### config.mk
export PLATFORM = sky130hd
export DESIGN_NAME = branch_seq_ctrl
export DESIGN_NICKNAME = d
export VERILOG_FILES = /design/src/rtl/branch_seq_ctrl.sv
export SDC_FILE = /design/constraint.sdc
export NUM_CORES = 1
export LEC_CHECK = 0
export ABC_AREA = 1
export BUFFER_PORTS_ARGS = -buffer_cell sky130_fd_sc_hd__buf_4
export CAP_MARGIN = 30
export CORE_UTILIZATION = 30
export DETAILED_ROUTE_END_ITERATION = 10
export GPL_TIMING_DRIVEN = 0
export PLACE_DENSITY = 0.73
export SLEW_MARGIN = 10
export SYNTH_ARGS = -nofsm -noshare
export SYNTH_HDL_FRONTEND = slang
export SYNTH_SLANG_ARGS = --single-unit
### constraint.sdc
create_clock -name clk -period 2.1 [get_ports clk]
set_input_delay 0.42 -clock clk [delete_from_list [all_inputs] [get_ports clk]]
set_output_delay 0.42 -clock clk [all_outputs]
set_load 0.02 [all_outputs]
### src/rtl/branch_seq_ctrl.sv
// branch_seq_ctrl: hardwired Mini SRC control sequencer for fetch, br, jr, jal, nop and halt.
// Inputs : clk, clr (async active-high reset), IR_Data (opcode in [31:27]), CON_out, Stop.
// Outputs: fetch strobes (PC_out, MAR_in, IncPC, Read, MDR_in, MDR_out, IR_in),
//          execute strobes (Gra, Grb, Rout, Rin, CON_in, Y_in, C_out, Z_in, Zlow_out, PC_in, Link_in),
//          alu_instruction_bits, Run, illegal_op, br_taken_count.
// Optional: define BR_STATS_EN to count taken branches in br_taken_count.
module branch_seq_ctrl #(
    parameter int         MEM_WAIT = 1,
    parameter logic [4:0] OP_BR    = 5'b10011,
    parameter logic [4:0] OP_JR    = 5'b10100,
    parameter logic [4:0] OP_JAL   = 5'b10101,
    parameter logic [4:0] OP_NOP   = 5'b11010,
    parameter logic [4:0] OP_HALT  = 5'b11011,
    parameter logic [4:0] ALU_ADD  = 5'b00011
) (
    input  logic        clk,
    input  logic        clr,
    input  logic [31:0] IR_Data,
    input  logic        CON_out,
    input  logic        Stop,
    output logic        PC_out,
    output logic        MAR_in,
    output logic        IncPC,
    output logic        Read,
    output logic        MDR_in,
    output logic        MDR_out,
    output logic        IR_in,
    output logic        Gra,
    output logic        Grb,
    output logic        Rout,
    output logic        Rin,
    output logic        CON_in,
    output logic        Y_in,
    output logic        C_out,
    output logic        Z_in,
    output logic        Zlow_out,
    output logic        PC_in,
    output logic        Link_in,
    output logic [4:0]  alu_instruction_bits,
    output logic        Run,
    output logic        illegal_op,
    output logic [15:0] br_taken_count
);
    typedef enum logic [3:0] {T0, T1, T2, DEC, BR1, BR2, BR3, BR4, JR1, JAL1, JAL2, HALT} state_t;
    state_t state, next;
    logic [3:0] wait_cnt;
    logic stop_req;
    logic [4:0] op;
    logic legal;
    state_t ret;
    logic unused_ir;
    assign op = IR_Data[31:27];
    assign unused_ir = ^IR_Data[26:0];
    assign legal = op inside {OP_BR, OP_JR, OP_JAL, OP_NOP, OP_HALT};
    // Every instruction end is a return point; a latched stop turns it into HALT.
    assign ret = stop_req ? HALT : T0;

    always_ff @(posedge clk or posedge clr) begin
        if (clr) state <= T0;
        else     state <= next;
    end

    // Wait counter is loaded in T0 so T1 lasts exactly MEM_WAIT cycles.
    always_ff @(posedge clk or posedge clr) begin
        if (clr) begin
            wait_cnt <= '0;
            stop_req <= 1'b0;
        end else begin
            stop_req <= stop_req | Stop;
            wait_cnt <= (state == T0) ? 4'(MEM_WAIT - 1) :
                        (state == T1 && wait_cnt != 4'd0) ? wait_cnt - 4'd1 : wait_cnt;
        end
    end

    always_comb begin
        next = state;
        case (state)
            T0:   next = T1;
            T1:   next = (wait_cnt == 4'd0) ? T2 : T1;
            T2:   next = DEC;
            DEC:  next = (op == OP_BR)   ? BR1  :
                         (op == OP_JR)   ? JR1  :
                         (op == OP_JAL)  ? JAL1 :
                         (op == OP_HALT) ? HALT : ret;
            BR1:  next = BR2;
            BR2:  next = BR3;
            BR3:  next = BR4;
            BR4:  next = ret;
            JR1:  next = ret;
            JAL1: next = JAL2;
            JAL2: next = ret;
            HALT: next = HALT;
            default: next = T0;
        endcase
    end

    // Moore decode, forced low while clr is held so the datapath sees no strobes during reset.
    always_comb begin
        {PC_out, MAR_in, IncPC, Read, MDR_in, MDR_out, IR_in} = '0;
        {Gra, Grb, Rout, Rin, CON_in, Y_in, C_out, Z_in, Zlow_out, PC_in, Link_in} = '0;
        alu_instruction_bits = '0;
        Run = 1'b0;
        illegal_op = 1'b0;
        if (!clr) begin
            Run = (state != HALT);
            case (state)
                T0:   {PC_out, MAR_in, IncPC} = 3'b111;
                T1:   {Read, MDR_in} = 2'b11;
                T2:   {MDR_out, IR_in} = 2'b11;
                DEC:  illegal_op = !legal;
                BR1:  {Gra, Rout, CON_in} = 3'b111;
                BR2:  {PC_out, Y_in} = 2'b11;
                BR3:  begin
                    {C_out, Z_in} = 2'b11;
                    alu_instruction_bits = ALU_ADD;
                end
                BR4:  {Zlow_out, PC_in} = {1'b1, CON_out};
                JR1:  {Gra, Rout, PC_in} = 3'b111;
                JAL1: {PC_out, Link_in} = 2'b11;
                JAL2: {Gra, Rout, PC_in} = 3'b111;
                default: ;
            endcase
        end
    end

`ifdef BR_STATS_EN
    logic [15:0] taken_cnt;
    always_ff @(posedge clk or posedge clr) begin
        if (clr)                          taken_cnt <= '0;
        else if (state == BR4 && CON_out) taken_cnt <= taken_cnt + 16'd1;
    end
    assign br_taken_count = taken_cnt;
`else
    assign br_taken_count = 16'h0000;
`endif
endmodule

==> results.md, run 1 <==
* CTS Buffer Depth at 2
* Crit path largest cell delay at 0.42 ns
* Grt total ovfl at 0
* Slowest cell on crit path: dfrtp_1
* Gr usage total at 0.123
* Initial DRC count at 20
* Setup TNS at 0 ns
* Worst-case reg-to-reg path depth at 7
* Core Area at 2850 µm²
* Setup ws final at 0.182 ns
* Share of total power in combinational logic at 0.607
* Final period util at 0.913
* Failing checks: design-rule violations
* Crit Path Max Fanout at 4
* Worst Setup SP: state[0]$_DFF_PP0_
* Sw frac at 0.481
* Initial Util at 0.328
* Wirelength per Cell at 8.33 µm
* Post-place setup slack at 0.216 ns
* PortBufs at 28
* Max_cap viols at 0
* DRC at 6
* Internal power at 0.504 mW
* Worst Setup End Kind: primary output
* Fin nets at 238
* Clk pwr share at 0.137
* Reg2Reg Launch Point: wait_cnt[0]$_DFFE_PP0N_
* Vias per cell at 4.08
* Largest cells by area after synthesis: dfrtp_1 (24%), buf_4 (22%), nand2_1 (11%)
* Leak at 0.768 nW
* Slew Viols, Final at 0
* Worst hold path class: input port to async pin
* Die Footprint at 3350 µm²
* Post-route ant nets at 0
* Pin count of the biggest net entering global routing at 11
* Share of cells above drive strength 1 at 0.375
* DP Area at 1260 µm²
* Root Driver: clkbuf_4
* R2R setup slack at 0.78 ns
* Global-route wire length before repair at 3210 µm
* Skew final at 0.00276 ns
* Area Overhead vs Synth at 38.0%
* #FFs+latches synth at 9
* Critical Path End: MDR_out
* Worst endpoint data arrival time at 1.50 ns
* Syn avg cell area at 6.32 µm²
* Initial antenna violation count at 0
* Dpl hpwl at 1630 µm
* CP cell instances: inv_1 -> nand2_1 -> nor3_1 -> buf_4 -> buf_4
* Clock period minus worst slack at 1.92 ns
* H-tree levels at 1
* Highest Clock Rate at 521 MHz
* Post-Syn Area at 936 µm²
* Kind of critical path: flop to primary output
* Post-synthesis cell type count at 22
* Post-CTS Setup Inserts at 0
* Pwr Density at 752 nW/µm²
* Post-Synthesis Cells at 148
* Number of buffers created by CTS at 3
* Leading area contributor after synthesis: dfrtp_1
* Required @ worst endpoint at 1.68 ns
* Crit path top cell by count: buf_4
* Row Count at 19
* Setup violators final at 0
* Cell count after placement at 227
* Vias in the first global route at 813
* Peak supply drop at 233 µV
* CP Launch Type: flop
* Fin cells at 231
* Clk slew on worst S/H paths at 0.06 ns
* Yosys warnings at 0
* Final hold slack at 0.159 ns
* Status: complete, but fails checks
* I/O pins at 77
* Synth top area share at 0.241
* Seq/Total Area, Yosys at 0.241
* Net Sw Power at 0.467 mW
* Antenna Cells at 0
* Die Width at 57.9 µm
* Crit Reg-Reg Endpoint: state[0]$_DFF_PP0_
* CTS tree: done
* Clock sink total at 9
* Vias at 943
* DRT Pass-1 Iters at 7
* Final Core Density at 0.453
* Sequential share of power at 0.256
* Hold buffers post-CTS at 0
* Die Y-Extent at 57.9 µm
* Worst-Skew Late Latency at 0.26 ns
* RSZ-0062 raised after global routing: false
* Power, Total at 0.972 mW
* Post-route cell area at 1290 µm²
* RD Place Congestion at 0.816
* Post-Route WL at 1930 µm
* Hold Violations, Final at 0
[power groups by stage]
| stage | clock network [mW] | registers, mW | logic, mW |
|---|---|---|---|
| 2_1_floorplan | 0 | 0.243 | 0.428 |
| 3_3_place_gp | 0 | 0.249 | 0.576 |
| 3_5_place_dp | 0 | 0.251 | 0.582 |
| 4_1_cts | 0.139 | 0.247 | 0.586 |
| 5_1_grt | 0.149 | 0.252 | 0.661 |
| 6_report | 0.133 | 0.249 | 0.590 |
[kinds of logic after synthesis]
kind of cell	Yosys count	synth area share
other	1	0.00401
AOI/OAI and AO/OA	13	0.0722
and+or+nand+nor	71	0.340
xor gates and xnor gates	1	0.00936
adders and majority gates	1	0.0134
DFF	9	0.241
buffers and inverters	52	0.321
[synth_stat cells]
cell	count
buf_4	28
nand2_1	28
inv_1	19
nor2_1	17
dfrtp_1	9
nand3_1	9
nor2_2	6
a21oi_1	5
inv_2	4
nand2_2	4
nor3_1	3
o21ai_0	3
o21ai_1	3
nand4_1	2
a31oi_1	1
clkbuf_1	1
conb_1	1
ha_1	1
nand3b_1	1
o22ai_1	1
or2_2	1
xor2_1	1
[registers in the layout, indices dropped and copies added (netlist names)]
| signal | count |
|---|---|
| state | 4 |
| stop_req | 1 |
| wait_cnt | 4 |
[worst max-delay path: cells and delay by family (launching register included)]
family	cells	cell delay, ns
DFF	1	0.42
buffers and inverters	3	0.42
and+or+nand+nor	2	0.41
[what timing repair did]
item,in CTS,in global routing
hold endpoints to repair,0,0
resized for setup,0,1
setup endpoints to repair,0,3
[worst min-delay path by stage]
stage          startpoint                 end  slack, ns
4_1_cts               clr  state[2]$_DFF_PP0_       0.17
5_1_grt               clr  state[0]$_DFF_PP0_       0.19
6_report              clr  state[2]$_DFF_PP0_       0.16
3_3_place_gp          clr  state[2]$_DFF_PP0_       0.45
3_5_place_dp          clr  state[2]$_DFF_PP0_       0.45
2_1_floorplan         clr  state[0]$_DFF_PP0_       0.26
[cells in the final DEF (no fill, tap or decap), drive strengths merged]
cell,synthesis,routed
clkbuf,1,5
a31oi,1,1
nor3,3,3
nor2,23,23
ha,1,1
o22ai,1,1
dfrtp,9,9
buf,28,56
o21ai,6,6
nand4,2,2
xor2,1,1
nand3b,1,1
a21oi,5,5
nand3,9,9
inv,23,23
conb,1,21
or2,1,1
nand2,32,32
[layer usage]
| metal | vias to the layer above | GRT usage | share of wire |
|---|---|---|---|
| met3 | 2 | 0.0313 | 0.099 |
| met1 | 389 | 0.148 | 0.43 |
| met4 | 0 | 0.0612 | 0.0094 |
| met5 | - | 0 | 0 |
| met2 | 39 | 0.204 | 0.46 |
| li1 | 513 | - | - |
[final cells by class]
| cell class | instances | area [µm²] |
|---|---|---|
| Fill cell | 311 | 1560 |
| Multi-Input combinational cell | 107 | 490 |
| Sequential cell | 9 | 225 |
| Buffer | 29 | 214 |
| Timing Repair Buffer | 28 | 210 |
| Inverter | 23 | 86.3 |
| Tap cell | 31 | 38.8 |
| Clock buffer | 4 | 26.3 |
Note: power is estimated with default switching activity, not from simulation.
==> run 2: changes to the inputs <==
--- a/config.mk
+++ b/config.mk
@@ -5,13 +5,14 @@
 export SDC_FILE = /design/constraint.sdc
 export NUM_CORES = 1
 export LEC_CHECK = 0
-export ABC_AREA = 1
+export ABC_AREA = 0
 export BUFFER_PORTS_ARGS = -buffer_cell sky130_fd_sc_hd__buf_4
-export CAP_MARGIN = 30
+export CAP_MARGIN = 10
 export CORE_UTILIZATION = 30
+export CTS_CLUSTER_DIAMETER = 200
 export DETAILED_ROUTE_END_ITERATION = 10
 export GPL_TIMING_DRIVEN = 0
-export PLACE_DENSITY = 0.73
+export PLACE_DENSITY = 0.74
 export SLEW_MARGIN = 10
 export SYNTH_ARGS = -nofsm -noshare
 export SYNTH_HDL_FRONTEND = slang
==> results.md, run 2 <==
* Crit path largest cell delay at 0.42 ns (about the same)
* Kind of critical path: flop to primary output
* Top_reg_cell synth: dfrtp_1
* Crit Reg-Reg Endpoint: wait_cnt[3]$_DFFE_PP0N_
* Crit path max-delay family: simple AND/OR/NAND/NOR gates
* H-tree levels at 1 (unchanged)
* Gr usage total at 0.124 (+0.000600)
* Worst hold path class: input port to async pin
* Vias at 884 (-6.3%)
* DRT Pass-1 Iters at 7 (unchanged)
* Worst Setup End Kind: primary output
* Vias in the first global route at 692 (-15%)
* Crit Path Max Fanout at 8 (+4)
* Critical Path End: PC_out
* Wirelength per Cell at 9.99 µm (+20%)
* Leading cell type in the layout, fill and taps excluded: buf_4
* Post-synthesis cell type count at 34 (+55%)
* Layout fillers at 293 (-5.8%)
* RSZ-0062 raised after global routing: true
* Slew Viols, Final at 0 (unchanged)
* Most frequent cells in the layout: buf_4 (59), conb_1 (21), nor2_1 (8), dfrtp_1 (8), a21oi_1 (6)
* Clock period minus worst slack at 2.05 ns (+0.134 ns)
* Initial Util at 0.321 (-0.00737)
* Number of buffers created by CTS at 3 (unchanged)
* Clock sink total at 9 (unchanged)
* Core Area at 2810 µm² (-1.7%)
* DRC at 6 (unchanged)
* #FFs+latches synth at 9 (unchanged)
* RD Place Congestion at 0.764 (-6.4%)
* Setup violators final at 0 (unchanged)
* Die Footprint at 3220 µm² (-3.7%)
* Reg2Reg Launch Point: state[3]$_DFF_PP0_
* Die Y-Extent at 56.8 µm (-1.9%)
* Vias per cell at 4.42 (+8.3%)
* Synth top area share at 0.250 (+0.00971)
* Initial DRC count at 27 (+35%)
* Share of cells above drive strength 1 at 0.467 (+0.0925)
* Seq/Total Area, Yosys at 0.250 (+0.00971)
* Syn avg cell area at 7.89 µm² (+25%)
* Multi-input logic area at 515 µm² (+5.1%)
* Global-route wire length before repair at 3100 µm (-3.4%)
* Biggest regs: state x4, wait_cnt x4, stop_req x1
* Worst endpoint data arrival time at 1.63 ns (+0.13 ns)
* Initial antenna violation count at 0 (unchanged)
* Leading area contributor after synthesis: dfrtp_1
* R2R setup slack at 0.42 ns (-0.36 ns)
* Worst Setup SP: state[2]$_DFF_PP0_
* Leak at 0.670 nW (-13%)
* Grt total ovfl at 0 (unchanged)
* Post-Syn Area at 900 µm² (-3.9%)
* Antenna Cells at 0 (unchanged)
* Buf/Inv on CP at 1 (-2)
* Hold Violations, Final at 0 (unchanged)
* CTS tree: done
* Fin cells at 200 (-13%)
* Row Count at 19 (unchanged)
* Reg area at 226 µm² (+0.56%)
* Yosys warnings at 0 (unchanged)
* Peak supply drop at 171 µV (-26%)
* Slowest cell on crit path: dfrtp_2
* Worst-case reg-to-reg path depth at 7 (unchanged)
* Area Overhead vs Synth at 43.8%
* Pwr Density at 564 nW/µm² (-25%)
* Die Width at 56.8 µm (-1.9%)
* Post-Synthesis Cells at 114 (-23%)
* CP Launch Type: flop
* Post-synth top cells: buf_4 (28), dfrtp_1 (9), nor2_1 (8)
* Max_cap viols at 0 (unchanged)
* I/O pins at 77 (unchanged)
* Post-synth ARST share at 1.00 (unchanged)
* Pin count of the biggest net entering global routing at 12 (+1)
* Post-Route WL at 2000 µm (+3.8%)
* CP Depth at 4 (-1)
* Clk slew on worst S/H paths at 0.06 ns (about the same)
* Root Driver: clkbuf_4
* Final hold slack at 0.131 ns (-0.0276 ns)
* Most common cell in the netlist: buf_4
* PortBufs at 28 (unchanged)
* Post-route ant nets at 0 (unchanged)
* CTS Buffer Depth at 2 (unchanged)
* CP cell instances: and2b_2 -> nor3b_1 -> or3_1 -> buf_4
* Cell count after placement at 193 (-15%)
* Status: complete, but fails checks
* Final period util at 0.977 (+0.0638)
* Failing checks: design-rule violations
* Skew final at 0.000717 ns (-0.00204 ns)
* Fin nets at 207 (-13%)
* Largest cells by area after synthesis: dfrtp_1 (25%), buf_4 (23%), nand2b_1 (3.5%)
* Required @ worst endpoint at 1.68 ns (about the same)
* Dpl hpwl at 1550 µm (-5.0%)
* Power, Total at 0.730 mW (-25%)
* Worst-Skew Late Latency at 0.26 ns (about the same)
* Highest Clock Rate at 487 MHz (-6.5%)
* Number of synthesized flops with an enable pin at 0 (unchanged)
## run 2: repair_timing
action	CTS	global route
resized for setup	2	5
cloned	0	0
buffers inserted	2	1
pin swaps	0	0
hold buffers	0	0
endpoints found under the setup margin	5	8
hold endpoints to repair	0	0
## run 2: cell families after synthesis
| family | Yosys count | share of synthesized area |
|---|---|---|
| other cells | 1 | 0.00417 |
| fa+ha+maj | 1 | 0.0139 |
| mux | 1 | 0.0111 |
| flops | 9 | 0.250 |
| simple gates | 42 | 0.270 |
| buf+inv | 37 | 0.274 |
| compound gates | 23 | 0.177 |
## run 2: worst register-to-register path, cell delays in order (launching register included)
cell and delay, ns:
dfrtp_1 0.43, buf_4 0.15, buf_4 0.12, or3_1 0.32, buf_2 0.16, nor4_2 0.20, a21o_1 0.12, a22o_2 0.11
## run 2: worst min-delay path by stage
stage                     startpoint  slack, ns                       to  cells past startpoint
after detailed placement         clr       0.48       state[1]$_DFF_PP0_                      2
final                            clr       0.13  wait_cnt[3]$_DFFE_PP0N_                      2
after CTS                        clr       0.19       state[1]$_DFF_PP0_                      2
after floorplan                  clr       0.26       state[0]$_DFF_PP0_                      1
after global routing             clr       0.13       state[1]$_DFF_PP0_                      2
after global placement           clr       0.48  wait_cnt[3]$_DFFE_PP0N_                      2
## run 2: per-stage QoR
stage / TNS [ns] / instance area (µm²) / utilization / worst slack [ns]
floorplan: 0 / 975 / - / 0.0343
global route: -0.0754 / 1290 / 0.461 / -0.0654
CTS: 0 / 1270 / 0.452 / 0.0136
global placement: 0 / 1220 / 0.436 / 0.0269
detailed placement: 0 / 1220 / 0.436 / 0.0627
finish: 0 / 1290 / 0.461 / 0.0483
## run 2: layer usage
layer  wire length (µm)  track usage  vias to the layer above
met5                  0            0                        -
met4                  0       0.0418                        0
met3                135       0.0346                        0
met2                977        0.185                       33
met1                884        0.170                      391
li1                   -            -                      460
## run 2: report_power, final
| group | internal, mW | total (mW) | switching [mW] |
|---|---|---|---|
| Sequential | 0.189 | 0.198 | 0.00898 |
| Combinational | 0.169 | 0.397 | 0.228 |
| Clock | 0.0704 | 0.135 | 0.0651 |
## run 2: area by class of cell
| cell class | count | area share |
|---|---|---|
| plain buffers | 32 | 0.178 |
| clock buffers | 3 | 0.0174 |
| clock inverters | 1 | 0.00387 |
| inverters | 5 | 0.0174 |
| multi-input cells | 88 | 0.398 |
| flip-flops and latches | 9 | 0.175 |
| well taps | 31 | 0.0300 |
| repair buffers | 31 | 0.180 |
